[src/rtl/wbsp2axlite.sv]
// Wishbone pipelined slave to AXI4-lite master bridge.
// Accepts one Wishbone request at a time and runs it as a single AXI4-lite
// read or write. The bridge stalls Wishbone until the AXI response returns.
// It then answers with a one-cycle ack (OKAY/EXOKAY) or err (SLVERR/DECERR).
module wbsp2axlite #(
  parameter int unsigned C_AXI_DATA_WIDTH = 32,
  parameter int unsigned C_AXI_ADDR_WIDTH = 32,
  parameter int unsigned AW               = C_AXI_ADDR_WIDTH - 2
) (
  input  logic                        clk_i,
  input  logic                        rst_i,
  // Wishbone pipelined slave
  input  logic                        wb_cyc_i,
  input  logic                        wb_stb_i,
  input  logic                        wb_we_i,
  input  logic [AW-1:0]               wb_adr_i,
  input  logic [C_AXI_DATA_WIDTH-1:0] wb_dat_i,
  input  logic [3:0]                  wb_sel_i,
  output logic                        wb_stall_o,
  output logic                        wb_ack_o,
  output logic                        wb_err_o,
  output logic [C_AXI_DATA_WIDTH-1:0] wb_dat_o,
  // AXI4-lite write address channel
  output logic                        o_axi_awvalid,
  input  logic                        i_axi_awready,
  output logic [C_AXI_ADDR_WIDTH-1:0] o_axi_awaddr,
  output logic [2:0]                  o_axi_awprot,
  // AXI4-lite write data channel
  output logic                        o_axi_wvalid,
  input  logic                        i_axi_wready,
  output logic [C_AXI_DATA_WIDTH-1:0] o_axi_wdata,
  output logic [3:0]                  o_axi_wstrb,
  // AXI4-lite write response channel
  input  logic                        i_axi_bvalid,
  output logic                        o_axi_bready,
  input  logic [1:0]                  i_axi_bresp,
  // AXI4-lite read address channel
  output logic                        o_axi_arvalid,
  input  logic                        i_axi_arready,
  output logic [C_AXI_ADDR_WIDTH-1:0] o_axi_araddr,
  output logic [2:0]                  o_axi_arprot,
  // AXI4-lite read data channel
  input  logic                        i_axi_rvalid,
  output logic                        o_axi_rready,
  input  logic [C_AXI_DATA_WIDTH-1:0] i_axi_rdata,
  input  logic [1:0]                  i_axi_rresp
);

  localparam int unsigned DW = C_AXI_DATA_WIDTH;
  localparam int unsigned BAW = AW + 2;

  typedef enum logic [2:0] {
    S_IDLE = 3'd0,
    S_WR   = 3'd1,
    S_WB   = 3'd2,
    S_RA   = 3'd3,
    S_RD   = 3'd4
  } state_t;

  state_t          state;
  logic [AW-1:0]   adr_q;
  logic [DW-1:0]   dat_q;
  logic [3:0]      sel_q;
  // Set once the master abandons the cycle; the answer is then swallowed.
  logic            aborted;

  logic            aw_pend;
  logic            w_pend;
  logic            b_hs;
  logic            r_hs;
  logic            wb_live;
  logic [BAW-1:0]  byte_adr;
  logic            unused_resp;

  // Valid still outstanding after this cycle's handshake on each write channel
  assign aw_pend  = o_axi_awvalid & ~i_axi_awready;
  assign w_pend   = o_axi_wvalid  & ~i_axi_wready;
  assign b_hs     = i_axi_bvalid  & o_axi_bready;
  assign r_hs     = i_axi_rvalid  & o_axi_rready;
  // Master still wants an answer for the transaction in flight
  assign wb_live  = wb_cyc_i & ~aborted;
  assign byte_adr = {adr_q, 2'b00};

  // Only resp[1] distinguishes OKAY/EXOKAY from SLVERR/DECERR
  assign unused_resp = &{1'b0, i_axi_bresp[0], i_axi_rresp[0]};

  // Request payload is held in registers; AXI payload is a direct view of it
  assign o_axi_awaddr = C_AXI_ADDR_WIDTH'(byte_adr);
  assign o_axi_araddr = C_AXI_ADDR_WIDTH'(byte_adr);
  assign o_axi_awprot = 3'b000;
  assign o_axi_arprot = 3'b000;
  assign o_axi_wdata  = dat_q;
  assign o_axi_wstrb  = sel_q;

  // Bridge FSM with registered handshake and completion outputs
  always_ff @(posedge clk_i or posedge rst_i) begin
    if (rst_i) begin
      state         <= S_IDLE;
      adr_q         <= '0;
      dat_q         <= '0;
      sel_q         <= '0;
      aborted       <= 1'b0;
      wb_stall_o    <= 1'b0;
      wb_ack_o      <= 1'b0;
      wb_err_o      <= 1'b0;
      wb_dat_o      <= '0;
      o_axi_awvalid <= 1'b0;
      o_axi_wvalid  <= 1'b0;
      o_axi_bready  <= 1'b0;
      o_axi_arvalid <= 1'b0;
      o_axi_rready  <= 1'b0;
    end else begin
      // Completion outputs are single-cycle pulses
      wb_ack_o <= 1'b0;
      wb_err_o <= 1'b0;

      case (state)
        S_IDLE: begin
          if (wb_cyc_i && wb_stb_i) begin
            adr_q      <= wb_adr_i;
            dat_q      <= wb_dat_i;
            sel_q      <= wb_sel_i;
            aborted    <= 1'b0;
            wb_stall_o <= 1'b1;
            if (wb_we_i) begin
              state         <= S_WR;
              o_axi_awvalid <= 1'b1;
              o_axi_wvalid  <= 1'b1;
            end else begin
              state         <= S_RA;
              o_axi_arvalid <= 1'b1;
            end
          end
        end

        S_WR: begin
          // AW and W retire independently; move on once neither is pending
          o_axi_awvalid <= aw_pend;
          o_axi_wvalid  <= w_pend;
          if (!aw_pend && !w_pend) begin
            state        <= S_WB;
            o_axi_bready <= 1'b1;
          end
        end

        S_WB: begin
          if (b_hs) begin
            state        <= S_IDLE;
            o_axi_bready <= 1'b0;
            wb_stall_o   <= 1'b0;
            wb_ack_o     <= wb_live & ~i_axi_bresp[1];
            wb_err_o     <= wb_live &  i_axi_bresp[1];
          end
        end

        S_RA: begin
          if (i_axi_arready) begin
            state         <= S_RD;
            o_axi_arvalid <= 1'b0;
            o_axi_rready  <= 1'b1;
          end
        end

        S_RD: begin
          if (r_hs) begin
            state        <= S_IDLE;
            o_axi_rready <= 1'b0;
            wb_stall_o   <= 1'b0;
            wb_dat_o     <= i_axi_rdata;
            wb_ack_o     <= wb_live & ~i_axi_rresp[1];
            wb_err_o     <= wb_live &  i_axi_rresp[1];
          end
        end

        default: begin
          state         <= S_IDLE;
          wb_stall_o    <= 1'b0;
          o_axi_awvalid <= 1'b0;
          o_axi_wvalid  <= 1'b0;
          o_axi_bready  <= 1'b0;
          o_axi_arvalid <= 1'b0;
          o_axi_rready  <= 1'b0;
        end
      endcase

      // Remember a dropped cycle for the rest of the transaction
      if (state != S_IDLE && !wb_cyc_i) begin
        aborted <= 1'b1;
      end
    end
  end

endmodule

[config.mk]
export PLATFORM = sky130hd
export DESIGN_NAME = wbsp2axlite
export DESIGN_NICKNAME = d
export VERILOG_FILES = /design/src/rtl/wbsp2axlite.sv
export SDC_FILE = /design/constraint.sdc
export NUM_CORES = 1
export LEC_CHECK = 0
export ABC_AREA = 1
export CAP_MARGIN = 20
export CORE_MARGIN = 4
export CORE_UTILIZATION = 36
export DETAILED_ROUTE_END_ITERATION = 8
export GPL_TIMING_DRIVEN = 1
export PLACE_DENSITY_LB_ADDON = 0.3
export RECOVER_POWER = 100
export SYNTH_ARGS = -nofsm -noshare
export SYNTH_HDL_FRONTEND = slang
export SYNTH_SLANG_ARGS = --single-unit
[constraint.sdc]
create_clock -name clk_i -period 3.2 [get_ports clk_i]
set_clock_uncertainty 0.05 [all_clocks]
set_input_delay 0.48 -clock clk_i [delete_from_list [all_inputs] [get_ports clk_i]]
set_output_delay 0.48 -clock clk_i [all_outputs]
set_load 0.02 [all_outputs]
==> results of run 1 <==
-- layout make-up --
class | instances | area share [%]
Clock buffer | 13 | 3.38
Clock inverter | 1 | 0.101
Inverter | 15 | 0.777
Multi-Input combinational cell | 380 | 21.5
Sequential cell | 110 | 37.1
Tap cell | 176 | 2.97
Timing Repair Buffer | 252 | 34.1
-- placed cells by master, fill, tap and decap left out --
cell / synthesis / final
dfrtp_1: 110 / 110
o21ai_0: 6 / 7
a21oi_1: 2 / 2
nand3_1: 111 / 111
clkinvlp_4: 0 / 1
clkdlybuf4s50_1: 0 / 107
nand2_2: 3 / 2
buf_12: 0 / 2
clkinv_1: 1 / 1
dlygate4sd3_1: 0 / 138
buf_4: 41 / 5
o21bai_1: 1 / 1
nand4_1: 2 / 2
inv_1: 11 / 11
clkbuf_16: 0 / 9
nor3_1: 2 / 2
nor2_1: 10 / 11
clkbuf_8: 0 / 1
inv_2: 3 / 2
nand2_1: 231 / 232
conb_1: 1 / 10
clkbuf_1: 3 / 3
clkinvlp_2: 0 / 1
-- metal layers --
metal,up-vias,global-route usage [%],share of wire (%)
li1,2165,-,-
met1,2091,21.7,41
met2,166,30.0,50
met3,23,5.67,7.7
met4,2,7.29,2.1
met5,-,0,0.086
-- critical path, cell delays in order (launching register included) --
cell and delay (ps):
dfrtp_1 440, nor2_1 230, nand2_2 100, inv_1 610, nand2_1 440, buf_4 370
nand2_1 100, nand2_1 70
-- report_power, final --
part	internal (W)	leakage, nW	switching, W	total, W
combinational	0.00117	2.32	0.00169	0.00287
sequential	0.00184	1.42	0.000289	0.00213
clock	0.000542	0.122	0.000459	0.00100
total	0.00355	3.87	0.00244	0.00600
-- sequential cells by signal, summed over array words and instances, names as in the netlist --
signal	cells
o_axi_wdata	32
o_axi_arvalid	1
wb_dat_o	32
wb_ack_o	1
o_axi_rready	1
adr_q	30
wb_err_o	1
o_axi_bready	1
state	3
o_axi_wvalid	1
o_axi_awvalid	1
o_axi_wstrb	4
aborted	1
wb_stall_o	1
-- logic make-up after synthesis --
family          Yosys count  synth area share, %
flops                   110                 56.6
other cells               1               0.0771
simple gates            360                 31.0
buf+inv                  85                 11.2
compound gates           10                 1.08
-- through the flow --
step	std cells	hold slack [ps]
3_5_place_dp	933	408
3_3_place_gp	933	403
2_1_floorplan	575	496
5_1_grt	947	435
6_report	947	412
4_1_cts	947	424
-- worst paths after layout --
path,start,end,slack [ps],cells after the start
worst max-delay path,state[2]$_DFFE_PP0P_,adr_q[22]$_DFFE_PP0P_,660,7
worst max register to register,state[2]$_DFFE_PP0P_,adr_q[22]$_DFFE_PP0P_,660,7
worst min-delay path,o_axi_wdata[2]$_DFFE_PP0P_,o_axi_wdata[2]$_DFFE_PP0P_,410,2
worst min register to register,o_axi_wdata[2]$_DFFE_PP0P_,o_axi_wdata[2]$_DFFE_PP0P_,410,2
max in group asynchronous,rst_i,wb_dat_o[11]$_DFFE_PP0P_,1240,3
min in group asynchronous,rst_i,wb_dat_o[13]$_DFFE_PP0P_,990,2
==> out/summary.txt, run 1 <==
Top_reg_cell synth - dfrtp_1
CTS Sinks - 110
Vias in the first global route - 4,496
Cts repair resizes - 0
Nets - 880
Buffers inserted by post-CTS timing repair - 0
EDFF count, synth - 0
Final setup TNS - 0 ps
First-pass GRT wire length - 22,900 um
FP Rows - 42
Worst setup EP type - flop
Final max-slew violation count - 38
Total GRT Usage - 18.0%
Final worst path period need - 2540 ps
Unique masters post-synth - 21
Die X - 124 um
Syn Area/Cell - 8.59 um2
Worst-Skew Late Latency - 340 ps
Sequential fraction of the synthesis area - 56.6%
ANT cells - 0
Residual DRC - 0
Total power - 0.00600 W
Status - finished, violations left
Layout area overhead - 52.4%
Critical-path maximum fanout - 32
Count of state elements after synthesis - 110
Congestion Overflow GR - 0
Post-CTS Hold Buffers - 0
Post-synth top cells - nand2_1 (231), nand3_1 (111), dfrtp_1 (110)
Post-synth ARST share - 100%
Top post-synthesis cells by area - dfrtp_1 (57%), nand2_1 (18%), nand3_1 (11%)
CP arrival - 2710 ps
Iteration count of the initial detailed-routing pass - 4
Worst slew pin tran - 1790 ps
Yosys warning count - 0
Initial Util - 36.7%
Drt total wl - 13,900 um
Antenna-violating nets left - 0
Unrepaired setup endpoints after global routing - false
WS Path Type - reg -> reg
Core footprint - 13,200 um2
Hold Path Class - reg -> reg
CTS tree - built
CP required - 3370 ps
Max-cap violation count - 1
Hold Vio Cnt, Final - 0
Final period utilization - 79.3%
Cell area after layout - 7410 um2
DP Area - 7160 um2
Fraction of layout instances using a drive strength above 1 - 2.98%
Clock tree buffer depth - 2
Clk slew on worst S/H paths - 60 ps
Ports - 258
CTS H-tree lvls - 3
Final Util - 56.0%
Mapped Cells - 566
DP Wirelength - 10,200 um
Avg WL per Cell - 14.7 um
Leak pwr - 3.87 nW
Register area - 2750 um2
Multi-input gate area - 1590 um2
Largest net degree at the start of global routing - 67
Yosys top cell area share - 56.6%
DIE AREA - 15,400 um2
Power Density - 809 nW/um2
Number of CTS-inserted buffers - 9
Max Clk Rate - 394 MHz
Slew HR - -20.1%
Count leader, synth - nand2_1
PortBufs - 245
Die Ht - 124 um
Post-Syn Area - 4860 um2
Final setup viols - 0
Setup ws final - 663 ps
Mean number of vias per cell - 4.70
Failing checks - capacitance limit, slew limit
Iter 0 DRT Violations - 263
Dpl ws - 928 ps
VDD IR-drop max - 0.455 mV
Final weighted congestion of routability-driven global placement - 0.823
Antenna violations before repair - 1
DR vias - 4,447
Root Driver - clkbuf_16
Worst setup SP type - flop
Fillers - 1,200
Area leader, netlist - dfrtp_1
Power figures use the tool's default switching activity.
==> run 2: changes to the inputs <==
- CORE_UTILIZATION: 36 -> 40
- clock period: 3.2 -> 2.6 ns (I/O delays scaled with it)
==> run 2 against run 1 <==
  * The flow finishes with violations (slew limit)
  * Register-to-register slack got worse by 130 ps
  * Die area is 9.4% lower
  * Non-clock buffer count is 1 higher
  * Sequential power up 23%
  * Clock-buffer cell count decreased by 1
  * Design area down 0.30%
  * Final cell count is 2.9% lower
  * First-iteration DRC count rose by 40%
  * Critical endpoint is now wb_dat_o[28]$_DFFE_PP0P_
  * Largest cell class unchanged
==> out/summary.txt, run 2 (synthesized netlist as in run 1, its figures left out) <==
Slowest-stage cell, CP - nand2_2 (was inv_1)
Residual DRC - 0 (unchanged)
Layout area overhead - 51.9% (was 52.4%)
Worst setup SP type - flop (unchanged)
Critical path depth - 6 (was 7)
Vias in the first global route - 4,389 (was 4,496)
Drt total wl - 14,100 um (was 13,900 um)
Post-CTS Hold Buffers - 0 (unchanged)
CTS H-tree lvls - 3 (unchanged)
Iter 0 DRT Violations - 367 (was 263)
Final max-slew violation count - 12 (was 38)
Die Ht - 118 um (was 124 um)
Total power - 0.00746 W (was 0.00600 W)
Mean number of vias per cell - 4.85 (was 4.70)
Cts repair resizes - 0 (unchanged)
Initial Util - 40.7% (was 36.7%)
Clk slew on worst S/H paths - 70 ps (was 60 ps)
CTS tree - built (unchanged)
Fraction of layout instances using a drive strength above 1 - 3.36% (was 2.98%)
Avg WL per Cell - 15.3 um (was 14.7 um)
CP most frequent cell - nand2_1 (unchanged)
CP arrival - 2240 ps (was 2710 ps)
Hold-critical path endpoint - o_axi_wdata[11]$_DFFE_PP0P_ (was o_axi_wdata[2]$_DFFE_PP0P_)
First-pass GRT wire length - 22,700 um (was 22,900 um)
DR vias - 4,462 (was 4,447)
Largest net degree at the start of global routing - 111 (was 67)
Clock tree buffer depth - 2 (unchanged)
Leak pwr - 3.88 nW (was 3.87 nW)
Clock power share - 17.1% (was 16.7%)
Critical-path maximum fanout - 32 (unchanged)
DP Cell Count - 905 (was 933)
CP Cell Sequence - nor2_1 > nand2_1 > inv_1 > nand2_2 > nand2_1 > nand2_1 (was nor2_1 > nand2_2 > inv_1 > nand2_1 > buf_4 > nand2_1 > nand2_1)
Crit-path max cell delay - 480 ps (was 610 ps)
Hold Vio Cnt, Final - 0 (unchanged)
ANT cells - 0 (unchanged)
Worst R2R Start - state[1]$_DFFE_PP0P_ (was state[2]$_DFFE_PP0P_)
Final period utilization - 79.6% (was 79.3%)
FP Rows - 40 (was 42)
Buffers inserted by post-CTS timing repair - 0 (unchanged)
Max-cap violation count - 0 (was 1)
CP required - 2770 ps (was 3370 ps)
Commonest cells after routing, fill and taps aside - nand2_1 (233), dlygate4sd3_1 (137), nand3_1 (111) (was nand2_1 (232), dlygate4sd3_1 (138), nand3_1 (111))
Failing checks - slew limit (was capacitance limit, slew limit)
DIE AREA - 14,000 um2 (was 15,400 um2)
Number of CTS-inserted buffers - 9 (unchanged)
Commonest non-fill, non-tap cell in the layout - nand2_1 (unchanged)
Max Clk Rate - 483 MHz (was 394 MHz)
VDD IR-drop max - 0.592 mV (was 0.455 mV)
Die X - 118 um (was 124 um)
Hold Worst Slack - 414 ps (was 412 ps)
Core footprint - 12,000 um2 (was 13,200 um2)
Congestion Overflow GR - 0 (unchanged)
Final worst path period need - 2070 ps (was 2540 ps)
WS Path Type - reg -> reg (unchanged)
Worst slew pin tran - 1500 ps (was 1790 ps)
Worst setup EP type - flop (unchanged)
Antenna-violating nets left - 0 (unchanged)
Antenna violations before repair - 0 (was 1)
Iteration count of the initial detailed-routing pass - 4 (unchanged)
Hold path depth - 2 (unchanged)
Unrepaired setup endpoints after global routing - false (unchanged)
CTS Sinks - 110 (unchanged)
Sw Ratio - 40.8% (was 40.7%)
Comb power frac - 47.9% (was 47.8%)
Fillers - 1,075 (was 1,200)
Int Power - 0.00442 W (was 0.00355 W)
Total GRT Usage - 19.7% (was 18.0%)
Power Density - 1010 nW/um2 (was 809 nW/um2)
Hold path start - o_axi_wdata[11]$_DFFE_PP0P_ (was o_axi_wdata[2]$_DFFE_PP0P_)
DP Wirelength - 10,300 um (was 10,200 um)
Flop-to-flop setup slack - 530 ps (was 660 ps)
Slew HR - -0.0302% (was -20.1%)
Ports - 258 (unchanged)
Worst-Skew Late Latency - 330 ps (was 340 ps)
Layout Cells excl Fill - 920 (was 947)
Root Driver - clkbuf_16 (unchanged)
Final setup viols - 0 (unchanged)
Nets - 881 (was 880)
Hold Path Class - reg -> reg (unchanged)
Flop pwr share - 35.0% (was 35.5%)
Final weighted congestion of routability-driven global placement - 0.839 (was 0.823)
FF-to-FF End - wb_dat_o[28]$_DFFE_PP0P_ (was adr_q[22]$_DFFE_PP0P_)
P_sw - 0.00304 W (was 0.00244 W)
CP delay by family, top - simple AND/OR/NAND/NOR gates (was buffers and inverters)
Worst Path Buf+Inv - 1 (was 2)
Status - finished, violations left (unchanged)
PortBufs - 245 (unchanged)
Worst R2R Path Depth - 6 (was 7)
Final setup TNS - 0 ps (unchanged)
## run 2: power by group through the flow
stage / Sequential, W / Combinational (W) / Clock, W
after CTS: 0.00265 / 0.00390 / 0.00132
after global routing: 0.00270 / 0.00385 / 0.00140
after floorplan: 0.00328 / 0.00159 / 0
after global placement: 0.00265 / 0.00383 / 0
after detailed placement: 0.00268 / 0.00389 / 0
final: 0.00261 / 0.00357 / 0.00128
## run 2: worst reg2reg max path: stages, from the launching register on
cell and delay, ps:
dfrtp_1 450, nor2_1 210, nand2_1 120, inv_1 370
nand2_2 480, nand2_1 190, nand2_1 80
## run 2: routing by layer
| metal | track usage, % | vias up | wire length [um] | part of all wire, % |
|---|---|---|---|---|
| met3 | 6.51 | 15 | 1080 | 7.7 |
| met2 | 33.6 | 170 | 7130 | 51 |
| met5 | 0 | - | 0 | 0 |
| met4 | 4.98 | 0 | 255 | 1.8 |
| met1 | 24.1 | 2125 | 5600 | 40 |
| li1 | - | 2152 | - | - |
## run 2: stage by stage
step / area (um2) / util, % / worst slack, ps
2_1_floorplan: 4900 / - / 831
3_3_place_gp: 7130 / 59.6 / 772
3_5_place_dp: 7130 / 59.6 / 716
4_1_cts: 7410 / 61.9 / 712
5_1_grt: 7390 / 61.8 / 258
6_report: 7390 / 61.8 / 531
## run 2: final cells by class
cell class / count / area (um2) / area share [%]
Tap cell: 147 / 184 / 2.49
Timing Repair Buffer: 253 / 2520 / 34.2
Multi-Input combinational cell: 380 / 1590 / 21.5
Clock inverter: 3 / 20.0 / 0.271
Sequential cell: 110 / 2750 / 37.3
Clock buffer: 12 / 256 / 3.47
Inverter: 15 / 60.1 / 0.813
## run 2: how the worst max path moves through the flow
stage	from	end	slack, ps
6_report	state[1]$_DFFE_PP0P_	wb_dat_o[28]$_DFFE_PP0P_	530
4_1_cts	state[1]$_DFFE_PP0P_	wb_dat_o[28]$_DFFE_PP0P_	710
5_1_grt	state[1]$_DFFE_PP0P_	wb_dat_o[19]$_DFFE_PP0P_	260
3_5_place_dp	wb_cyc_i	o_axi_wdata[2]$_DFFE_PP0P_	720
2_1_floorplan	rst_i	aborted$_DFFE_PP0P_	830
3_3_place_gp	wb_cyc_i	adr_q[17]$_DFFE_PP0P_	770
